===== src/rtl/divider.sv =====
// rtl/divider.sv - multi-cycle radix-2 restoring 32-bit divider (DIV/DIVU/REM/REMU); optional DIVIDER_FAST_SPECIAL_EN
module divider (
    input  logic        clk_i,
    input  logic        rst_n_i,
    input  logic        div_valid_i,
    output logic        div_ready_o,
    input  logic [31:0] div_dividend_i,
    input  logic [31:0] div_divisor_i,
    input  logic        div_signed_i,
    input  logic        div_flush_i,
    output logic        div_out_valid_o,
    input  logic        div_out_ready_i,
    output logic [31:0] div_quotient_o,
    output logic [31:0] div_remainder_o
);

    typedef enum logic [1:0] {
        S_IDLE = 2'd0,
        S_BUSY = 2'd1,
        S_FIX  = 2'd2,
        S_DONE = 2'd3
    } state_t;

    state_t      state_q, state_d;
    logic [5:0]  cnt_q, cnt_d;
    logic [31:0] rem_q, rem_d;       // partial remainder
    logic [31:0] dvd_q, dvd_d;       // dividend shifts out, quotient shifts in
    logic [31:0] dvs_q, dvs_d;       // divisor magnitude
    logic        q_neg_q, q_neg_d;
    logic        r_neg_q, r_neg_d;
    logic        div0_q, div0_d;
    logic        ovf_q, ovf_d;
    logic        out_valid_q, out_valid_d;
    logic [31:0] quo_out_q, quo_out_d;
    logic [31:0] rem_out_q, rem_out_d;

    logic        a_neg, b_neg;
    logic [31:0] a_mag, b_mag;
    logic        in_div0, in_ovf;
    logic [32:0] partial, trial;
    logic [31:0] q_fix, r_fix;

    // Operand magnitudes and special-case detection on the request inputs.
    // Two's-complement negate of 0x80000000 yields 0x80000000, which is the
    // correct unsigned magnitude, so no overflow handling is needed here.
    always_comb begin
        a_neg   = div_signed_i & div_dividend_i[31];
        b_neg   = div_signed_i & div_divisor_i[31];
        a_mag   = a_neg ? (~div_dividend_i + 32'd1) : div_dividend_i;
        b_mag   = b_neg ? (~div_divisor_i + 32'd1) : div_divisor_i;
        in_div0 = (div_divisor_i == 32'd0);
        in_ovf  = div_signed_i & (div_dividend_i == 32'h8000_0000)
                  & (div_divisor_i == 32'hFFFF_FFFF);
    end

    // One restoring iteration: 33-bit trial subtraction of the divisor.
    always_comb begin
        partial = {rem_q, dvd_q[31]};
        trial   = partial - {1'b0, dvs_q};
        q_fix   = q_neg_q ? (~dvd_q + 32'd1) : dvd_q;
        r_fix   = r_neg_q ? (~rem_q + 32'd1) : rem_q;
    end

    // Next-state and datapath update for the IDLE/BUSY/FIX/DONE sequence.
    always_comb begin
        state_d     = state_q;
        cnt_d       = cnt_q;
        rem_d       = rem_q;
        dvd_d       = dvd_q;
        dvs_d       = dvs_q;
        q_neg_d     = q_neg_q;
        r_neg_d     = r_neg_q;
        div0_d      = div0_q;
        ovf_d       = ovf_q;
        out_valid_d = out_valid_q;
        quo_out_d   = quo_out_q;
        rem_out_d   = rem_out_q;

        if (div_flush_i) begin
            state_d     = S_IDLE;
            cnt_d       = 6'd0;
            out_valid_d = 1'b0;
        end else begin
            unique case (state_q)
                S_IDLE: begin
                    if (div_valid_i) begin
                        rem_d   = 32'd0;
                        dvd_d   = a_mag;
                        dvs_d   = b_mag;
                        q_neg_d = a_neg ^ b_neg;
                        r_neg_d = a_neg;
                        div0_d  = in_div0;
                        ovf_d   = in_ovf;
                        cnt_d   = 6'd0;
                        state_d = S_BUSY;
`ifdef DIVIDER_FAST_SPECIAL_EN
                        if (in_div0) begin
                            quo_out_d   = 32'hFFFF_FFFF;
                            rem_out_d   = div_dividend_i;
                            out_valid_d = 1'b1;
                            state_d     = S_DONE;
                        end else if (in_ovf) begin
                            quo_out_d   = 32'h8000_0000;
                            rem_out_d   = 32'd0;
                            out_valid_d = 1'b1;
                            state_d     = S_DONE;
                        end
`endif
                    end
                end
                S_BUSY: begin
                    if (!trial[32]) begin
                        rem_d = trial[31:0];
                    end else begin
                        rem_d = partial[31:0];
                    end
                    dvd_d = {dvd_q[30:0], ~trial[32]};
                    cnt_d = cnt_q + 6'd1;
                    if (cnt_q == 6'd31) begin
                        state_d = S_FIX;
                    end
                end
                S_FIX: begin
                    // Divide-by-zero remainder falls out of the iteration as the
                    // dividend; only the quotient needs forcing.
                    quo_out_d = q_fix;
                    rem_out_d = r_fix;
                    if (div0_q) begin
                        quo_out_d = 32'hFFFF_FFFF;
                    end else if (ovf_q) begin
                        quo_out_d = 32'h8000_0000;
                        rem_out_d = 32'd0;
                    end
                    out_valid_d = 1'b1;
                    state_d     = S_DONE;
                end
                S_DONE: begin
                    if (div_out_ready_i) begin
                        out_valid_d = 1'b0;
                        state_d     = S_IDLE;
                    end
                end
                default: state_d = S_IDLE;
            endcase
        end
    end

    // State and datapath registers.
    always_ff @(posedge clk_i or negedge rst_n_i) begin
        if (!rst_n_i) begin
            state_q     <= S_IDLE;
            cnt_q       <= 6'd0;
            rem_q       <= 32'd0;
            dvd_q       <= 32'd0;
            dvs_q       <= 32'd0;
            q_neg_q     <= 1'b0;
            r_neg_q     <= 1'b0;
            div0_q      <= 1'b0;
            ovf_q       <= 1'b0;
            out_valid_q <= 1'b0;
            quo_out_q   <= 32'd0;
            rem_out_q   <= 32'd0;
        end else begin
            state_q     <= state_d;
            cnt_q       <= cnt_d;
            rem_q       <= rem_d;
            dvd_q       <= dvd_d;
            dvs_q       <= dvs_d;
            q_neg_q     <= q_neg_d;
            r_neg_q     <= r_neg_d;
            div0_q      <= div0_d;
            ovf_q       <= ovf_d;
            out_valid_q <= out_valid_d;
            quo_out_q   <= quo_out_d;
            rem_out_q   <= rem_out_d;
        end
    end

    assign div_ready_o     = (state_q == S_IDLE);
    assign div_out_valid_o = out_valid_q;
    assign div_quotient_o  = quo_out_q;
    assign div_remainder_o = rem_out_q;

endmodule

===== config.mk =====
export PLATFORM = sky130hd
export DESIGN_NAME = divider
export DESIGN_NICKNAME = d
export VERILOG_FILES = /design/src/rtl/divider.sv
export SDC_FILE = /design/constraint.sdc
export NUM_CORES = 1
export LEC_CHECK = 0
export ABC_AREA = 1
export CORE_UTILIZATION = 30
export CTS_BUF_LIST = sky130_fd_sc_hd__clkbuf_4 sky130_fd_sc_hd__clkbuf_8 sky130_fd_sc_hd__clkbuf_16
export CTS_CLUSTER_DIAMETER = 50
export CTS_CLUSTER_SIZE = 8
export DETAILED_ROUTE_END_ITERATION = 16
export PLACE_DENSITY = 0.53
export SYNTH_ARGS = -nofsm -noshare
export SYNTH_HDL_FRONTEND = slang
export SYNTH_SLANG_ARGS = --single-unit

===== constraint.sdc =====
create_clock -name clk_i -period 3 [get_ports clk_i]
set_input_delay 0.9 -clock clk_i [delete_from_list [all_inputs] [get_ports clk_i]]
set_output_delay 0.9 -clock clk_i [all_outputs]
set_load 0.03 [all_outputs]

* Yosys cells after proc, flatten, opt, wreduce, memory -nomap -nowiden *
Cells that the tools add are included.

word-level totals
  flip-flop bits (word level) = 173
  bits in latches = 0
  memory bits (writable) = 0
  memory bits (read-only) = 0
  input bits = 70
  output and inout bits = 66
  memories = 0

cells by class
  add/sub/neg operators = 6
  multipliers = 0
  divide/modulo/power cells = 0
  magnitude comparators = 0
  equal/unequal tests = 10
  shifts and indexed selects = 0
  mux-type cells = 24
  bitwise logic cells = 11
  reductions and logical operators = 11

operators by type and width
  operator               number
  $mux 32                11
  $add 32x1->32 const B  4
  $not 32->32            4
  $pmux 32 s2            2
  $eq 32x32->1 const B   2
  $sub 33x32->33         1
  $logic_not 32->1       1
  $mux 6                 2
  $pmux 6 s2             1
  $reduce_and 3->1       3
  $mux 2                 4
  $pmux 2 s4             1
  $add 6x1->6 const B    1
  $eq 6x5->1 const B     1
  $ne 3x3->1 const B     2
  $reduce_and 2->1       3
  $reduce_bool 3->1      2
  $and 1x1->1            4
  $eq 2x2->1 const B     2
  $ne 3x2->1 const B     1
  $eq 2x1->1 const B     1
  $logic_not 2->1        1
  $mux 1                 2
  $ne 2x2->1 const B     1
  other kinds (4)        5

* Longest topological paths before layout *
Gate-level depths: netlist (run 1).

  word-level depth = 5
  gate-level depth with buffers = 18
  gate-level depth less buffers = 17

* Worst setup path after synthesis (run 1) *
OpenSTA, ideal clock, no wires.

  kind = input to register
  start = input port div_divisor_i[0]
  end = register dvs_q[26]
  library setup time = 0.117 ns
  data arrival time = 2.135 ns
  required time = 2.883 ns
  setup slack = 0.748 ns
  stages on the path = 10
  cell sequence = inv_1 -> ha_1 -> nand4_1 -> nor2_1 -> nand3_1 -> o21ai_2 -> nand2_1 -> xor2_1 -> nand2_1 -> nand2_1

between the ends
  longest elaborated chain between the ends = 3

ends and longest elaborated chain
  what                    RTL line  source
  start: declaration      8         input logic [31:0] div_divisor_i,
  $not 32->32             50        b_mag = b_neg ? (~div_divisor_i + 32'd1) : div_divisor_i;
  $add 32x1->32           50
  $mux 32                 50
  end signal: assignment  168       dvs_q <= dvs_d;
  end: declaration        28        logic [31:0] dvs_q, dvs_d;

No other way between the ends.
A chain may end at the register's enable or synchronous reset.

* Final worst setup path (run 1) *
  start = register state_q[0]
  end = output port div_ready_o

between the ends
  longest elaborated chain between the ends = 1

ends and longest elaborated chain
  what                      RTL line  source
  start: declaration        24        state_t state_q, state_d;
  start signal: assignment  164       state_q <= state_d;
  $logic_not 2->1           179       assign div_ready_o = (state_q == S_IDLE);
  end: declaration          6         output logic div_ready_o,

No other way between the ends.

==> results of run 1 <==
==> layout make-up <==
type                            instances  area share [%]
Antenna cell                            1          0.0153
Clock buffer                           22            2.90
Clock inverter                         10           0.695
Inverter                              307            7.03
Multi-Input combinational cell       1615            47.5
Sequential cell                       173            26.4
Tap cell                              592            4.52
Timing Repair Buffer                  184            11.0
==> path summary, 6_finish.rpt <==
kind,depth (start not counted),endpoint,from
max reg2reg,18,rem_q[10]$_DFFE_PN0P_,dvd_q[31]$_DFFE_PN0P_
min,1,div_remainder_o[8]$_DFFE_PN0P_,rst_n_i
min reg2reg,2,div_remainder_o[10]$_DFFE_PN0P_,div_remainder_o[10]$_DFFE_PN0P_
max,3,div_ready_o,state_q[0]$_DFFE_PN0P_
max in group asynchronous,2,div_quotient_o[8]$_DFFE_PN0P_,rst_n_i
min in group clk_i,2,div_remainder_o[10]$_DFFE_PN0P_,div_remainder_o[10]$_DFFE_PN0P_
==> per-layer routing <==
| layer | share of wire [%] | routed length (um) | vias to the layer above | GRT usage (%) |
|---|---|---|---|---|
| met3 | 4.4 | 2040 | 49 | 3.13 |
| met5 | 0 | 0 | - | 0 |
| met1 | 44 | 20300 | 6497 | 25.4 |
| met2 | 50 | 23300 | 354 | 35.6 |
| li1 | - | - | 7142 | - |
| met4 | 2.0 | 932 | 0 | 5.90 |
==> sequential cells by signal, indices dropped and copies added (netlist names) <==
signal / flops
div_quotient_o: 32
dvd_q: 32
div_out_valid_o: 1
div0_q: 1
ovf_q: 1
cnt_q: 6
q_neg_q: 1
state_q: 2
r_neg_q: 1
rem_q: 32
div_remainder_o: 32
dvs_q: 32
==> Yosys cell counts, drive strengths merged (7+ instances only) <==
library cell and n:
xor2 32, ha 42, o21ai 180, nand3 190
dfrtp 173, nor3 38, clkbuf 34, inv 305
nand3b 7, buf 32, a21oi 99, nor2 177
nand2 749, xnor2 17, nand4 33, o211ai 13
==> per-stage QoR <==
stage                     setup WS (ns)  util (%)  cells  total power, mW  hold WS, ns
final                             0.235      36.9   2904             13.4        0.296
after global routing             0.0919      36.9   2903             14.5        0.288
after CTS                         0.174      36.9   2903             13.6        0.282
after detailed placement         0.0295      35.6   2871             11.2        0.465
after global placement           0.0453      35.6   2871             11.1        0.469
after floorplan                   0.748         -   2161             8.53        0.449
==> critical path: stages (launching register included) <==
cell,delay (ns)
dfrtp_1,0.40
inv_1,0.12
ha_1,0.20
clkdlybuf4s50_1,0.68
==> cell families (layout without fill, tap and decap cells) <==
family                     after synthesis  after routing  share of synthesized area, %
xor gates and xnor gates                49             49                          3.17
other                                    0              1                             0
AOI/OAI and AO/OA                      313            313                          12.5
adders and majority gates               43             43                          4.03
DFF                                    173            173                          31.9
and+or+nand+nor                       1210           1210                          37.7
buffers and inverters                  373            523                          10.7
==> power breakdown <==
group / internal (mW) / switching [mW]
logic: 2.50 / 4.81
clock network: 1.30 / 1.02
registers: 3.19 / 0.612
==> run_results.csv, run 1 <==
group,metric,value,unit
outcome,status,"finished, final reports clean",
global_route,antenna_found_initial,1,
critical_path,startpoint_type,"flip-flop",
synthesis,synth.area.top_cells,"dfrtp_1, nand2_1, inv_1",
sta,finalCritPeriodShare,92.2,%
placed_design,place.gp.congestion,0.914,
final_layout,regArea,4330,um^2
global_route,gr-total-overflow,0,
placed_design,portBuffers,135,
die,start_util,30.5,%
final_layout,nNetsFinal,2411,
drt,wl_per_cell,16.0,um
synthesis,synth_top_area_share,31.9,%
synthesis,async_flop_share,100,%
clock_tree,cts_setup_buffers,0,
drt,first_pass_iters,7,
clock_tree,clk-insertion-delay-late,0.46,ns
global_route,grt_pass1_vias,13471,
critical_path,worstSetupPathType,"flip-flop to output port",
worst_hold_path,hold_path.class,"input pin to asynchronous set/reset pin",
clock_tree,clock_tree.buffer_depth,2,
synthesis,syn_area,13600,um^2
drt,vias,14042,
job,max_cap_violations,0,
sta,drv_slew,0,
sta,min_period,2.77,ns
sta,worst_pin_slew,0.779,ns
critical_path,required,2.10,ns
power,cellPowerDensity,820,nW/um^2
final_layout,multi_input_area,7780,um^2
global_route,grt_max_degree,65,
final_layout,fin_area,16400,um^2
drt,vias_per_cell,4.84,
power,p_leak,8.58,nW
die,fp.dieArea,46000,um^2
placed_design,dpl-instance-area,15800,um^2
synthesis,netlist_instances,2161,
critical_path,crit_fanout,4,
synthesis,syn_nets,2274,
clock_tree,cts_root_buffer,"clkbuf_16",
sta,rsz0062_at_grt,"false",
synthesis,synth.distinct_cells,47,
final_layout,drive_above_1_share,5.88,%
final_layout,areaGrowthSynthToFinish,21.0,%
drt,drt_iter0_drc,1094,
clock_tree,cts_num_sinks,173,
critical_path,worst-r2r-setup-slack,0.33,ns
clock_tree,clk_pin_slew,0.07,ns
synthesis,yosys_warnings,0,
clock_tree,cts.repair.resized,0,
final_layout,layout_common_cells,"nand2_1, inv_1, nand3_1",
sta,fmaxAchievable,362,MHz
synthesis,synth_edf_count,0,
clock_tree,cts-htree-levels,4,
sta,tns,0,ns
global_route,grt_usage,20.2,%
clock_tree,tritoncts,"yes",
final_layout,mostFrequentLayoutCell,"nand2_1",
die,fp.dieH,215,um
sta,setup_violations,0,
sta,hold_viol,0,
sta,relSlewSlack,47.6,%
synthesis,ys_dominant_reg_cell,"dfrtp_1",
synthesis,ys_seq_area_share,31.9,%
drt,drc,0,
sta,skew,0.0139,ns
die,rows,77,
clock_tree,ctsHoldBuffers,0,
placed_design,place_hpwl,36700,um
global_route,grt_pass1_wl,73400,um
die,core,44400,um^2
final_layout,fillers,4821,
die,die_w,215,um
clock_tree,cts_buffers,17,
power,ir_worst_vdd,0.000415,V
synthesis,synth-seq-cells,173,
critical_path,end_kind,"output port",
synthesis,syn_avg_cell_area,6.27,um^2
drt,routed_wl,46600,um
synthesis,yosysTopAreaCell,"dfrtp_1",
critical_path,crit_arrival,1.87,ns
drt,postRouteAntennaNets,0,
die,ios,136,
Note: power is estimated with default switching activity, not from simulation.
==> run 2: changes to the inputs <==
--- a/config.mk
+++ b/config.mk
@@ -5,13 +5,12 @@
 export SDC_FILE = /design/constraint.sdc
 export NUM_CORES = 1
 export LEC_CHECK = 0
-export ABC_AREA = 1
 export CORE_UTILIZATION = 30
 export CTS_BUF_LIST = sky130_fd_sc_hd__clkbuf_4 sky130_fd_sc_hd__clkbuf_8 sky130_fd_sc_hd__clkbuf_16
 export CTS_CLUSTER_DIAMETER = 50
 export CTS_CLUSTER_SIZE = 8
 export DETAILED_ROUTE_END_ITERATION = 16
-export PLACE_DENSITY = 0.53
+export PLACE_DENSITY = 0.54
 export SYNTH_ARGS = -nofsm -noshare
 export SYNTH_HDL_FRONTEND = slang
 export SYNTH_SLANG_ARGS = --single-unit
==> run_results.csv, run 2 <==
group,metric,value,unit
sta,finalCritPeriodShare,105,%
sta,drv_slew,0,
synthesis,ys_seq_area_share,37.7,%
placed_design,dpl-instance-area,14800,um^2
global_route,gr-total-overflow,0,
critical_path,startpoint_type,"input pin",
power,p_leak,7.35,nW
global_route,grt_pass1_wl,57200,um
power,power,14.0,mW
clock_tree,clock_tree.buffer_depth,2,
critical_path,slowest_delay,0.53,ns
worst_hold_path,hold_path.class,"input pin to asynchronous set/reset pin",
clock_tree,ctsHoldBuffers,0,
synthesis,yosys_warnings,0,
drt,drc,0,
global_route,met3_usage,2.82,%
clock_tree,cts-htree-levels,4,
sta,hold_viol,0,
sta,setup_violations,26,
sta,relSlewSlack,25.8,%
die,fp.dieArea,39100,um^2
power,swShare,44.1,%
synthesis,synth.area.top_cells,"dfrtp_1, o21ai_0, nand2_1",
global_route,grt_max_degree,72,
synthesis,syn_area,11500,um^2
synthesis,synth.cells.most_frequent,"nand2_1, o21ai_0, dfrtp_1",
global_route,grt_usage,18.5,%
drt,drt_iter0_drc,811,
critical_path,required,3.29,ns
drt,first_pass_iters,6,
placed_design,dp_slack,-0.912,ns
job,max_cap_violations,0,
final_layout,layout_common_cells,"nand2_1, buf_4, o21ai_0",
synthesis,synth_edf_count,0,
drt,vias_per_cell,4.88,
critical_path,cp_slowest_cell,"or4_4",
synthesis,netlist_instances,1408,
critical_path,worstPathCellList,"buf_6, or4_4, or4_4, or2_4, nor3_4, nand3_2, or4_4, o31ai_4, xor2_1, o21ai_1",
power,p_switching,6.19,mW
drt,routed_wl,35600,um
placed_design,place_hpwl,26900,um
drt,postRouteAntennaNets,0,
final_layout,fin_area,16500,um^2
clock_tree,clk-insertion-delay-late,0.44,ns
synthesis,async_flop_share,100,%
sta,worst_pin_slew,1.11,ns
synthesis,synth.distinct_cells,60,
synthesis,ys_dominant_reg_cell,"dfrtp_1",
power,seqPwrFrac,27.7,%
critical_path,end_kind,"flip-flop",
critical_path,r2r_cells,14,
critical_path,worst-r2r-setup-slack,-0.08,ns
outcome,status,"complete, but fails checks",
clock_tree,cts_num_sinks,173,
sta,fmaxAchievable,317,MHz
synthesis,yosysMostFrequentCell,"nand2_1",
critical_path,timing.rr.start,"dvs_q[0]$_DFFE_PN0P_",
die,ios,136,
critical_path,crit_fanout,2,
power,ir_worst_vdd,0.000364,V
clock_tree,cts_buffers,17,
die,core,37700,um^2
final_layout,multi_input_area,7470,um^2
final_layout,n_antenna_cell,0,
synthesis,synth-seq-cells,173,
die,fp.dieH,198,um
global_route,grt_use_met1,28.6,%
final_layout,mostFrequentLayoutCell,"nand2_1",
die,die_w,198,um
drt,wl_per_cell,15.9,um
power,clkPwrFrac,16.7,%
clock_tree,clk_pin_slew,0.07,ns
sta,tns,-1.07,ns
final_layout,areaGrowthSynthToFinish,43.9,%
placed_design,portBuffers,135,
power,p_int,7.83,mW
power,cellPowerDensity,849,nW/um^2
final_layout,nNetsFinal,1824,
power,combPwrFrac,55.5,%
global_route,use_met2,26.1,%
sta,skew,0.0110,ns
synthesis,synth_top_area_share,37.7,%
outcome,violations,"setup timing",
sta,rsz0062_at_grt,"true",
critical_path,worstSetupPathType,"input pin to flip-flop",
sta,fin_ws,-0.155,ns
sta,finalHoldWorstSlack,0.338,ns
final_layout,drive_above_1_share,21.5,%
clock_tree,tritoncts,"yes",
sta,min_period,3.15,ns
global_route,antenna_found_initial,0,
final_layout,regArea,4330,um^2
synthesis,syn_nets,1521,
placed_design,place.gp.congestion,0.855,
synthesis,syn_avg_cell_area,8.15,um^2
global_route,grt_pass1_vias,10407,
drt,vias,10911,
critical_path,crit_top_cell,"or4_4",
critical_path,reg2reg_to,"rem_q[14]$_DFFE_PN0P_",
global_route,busiest_layer,"met1",
clock_tree,cts_root_buffer,"clkbuf_16",
critical_path,crit_arrival,3.45,ns
die,rows,71,
synthesis,yosysTopAreaCell,"dfrtp_1",
final_layout,fillers,3779,
die,start_util,30.5,%
-- run 2: per-layer routing --
layer | share of wire, % | up-vias
li1 | - | 5564
met3 | 4.7 | 24
met2 | 42 | 225
met5 | 0 | -
met1 | 52 | 5098
met4 | 1.4 | 0
-- run 2: stage by stage --
stage / cells / utilization, %
2_1_floorplan: 1408 / -
3_3_place_gp: 2177 / 39.3
3_5_place_dp: 2177 / 39.3
4_1_cts: 2227 / 42.9
5_1_grt: 2235 / 43.8
6_report: 2235 / 43.8
-- run 2: worst max-delay path: cells and delay by family --
kind,cells,cell delay [ns]
buffers and inverters,1,0.09
AO/OA/AOI/OAI,2,0.26
XOR/XNOR,1,0.17
AND/OR/NAND/NOR,6,2.03
-- run 2: final cells by class --
class / instances / area share [%]
multi-input cells: 1110 / 45.2
clock buffers: 18 / 2.62
flip-flops and latches: 173 / 26.2
inverters: 50 / 1.14
well taps: 511 / 3.87
clock inverters: 14 / 1.08
repair buffers: 359 / 19.8
-- run 2: cell families (layout without fill, tap and decap cells) --
family                   Yosys count  in the layout  synth area share, %
XOR/XNOR                         148            148                 11.3
AO/OA/AOI/OAI                    408            408                 21.4
buffers and inverters            125            441                 4.10
adder cells (fa/ha/maj)           43             43                 4.75
AND/OR/NAND/NOR                  500            500                 19.8
flip-flops                       173            173                 37.7
multiplexers                      11             11                0.959
-- run 2: timing repair --
action / CTS / global route
resized for setup: 130 / 71
buffers inserted: 12 / 12
cloned: 7 / 0
setup endpoints to repair: 50 / 61
pin swaps: 48 / 38
-- run 2: worst max-delay path by stage --
stage / from / end / slack [ns]
floorplan: div_divisor_i[6] / dvs_q[30]$_DFFE_PN0P_ / -0.32
global placement: div_divisor_i[6] / dvs_q[30]$_DFFE_PN0P_ / -0.89
detailed placement: div_divisor_i[6] / dvs_q[30]$_DFFE_PN0P_ / -0.91
CTS: div_divisor_i[5] / dvs_q[30]$_DFFE_PN0P_ / -0.32
global route: dvs_q[0]$_DFFE_PN0P_ / rem_q[14]$_DFFE_PN0P_ / -0.24
finish: div_divisor_i[5] / dvs_q[30]$_DFFE_PN0P_ / -0.15
-- run 2: power groups by stage --
stage	logic, mW	clock network [mW]	registers [mW]
2_1_floorplan	3.61	0	4.39
3_3_place_gp	7.02	0	3.85
3_5_place_dp	7.09	0	3.90
4_1_cts	7.47	2.39	3.88
5_1_grt	8.56	2.49	4.02
6_report	7.79	2.34	3.89
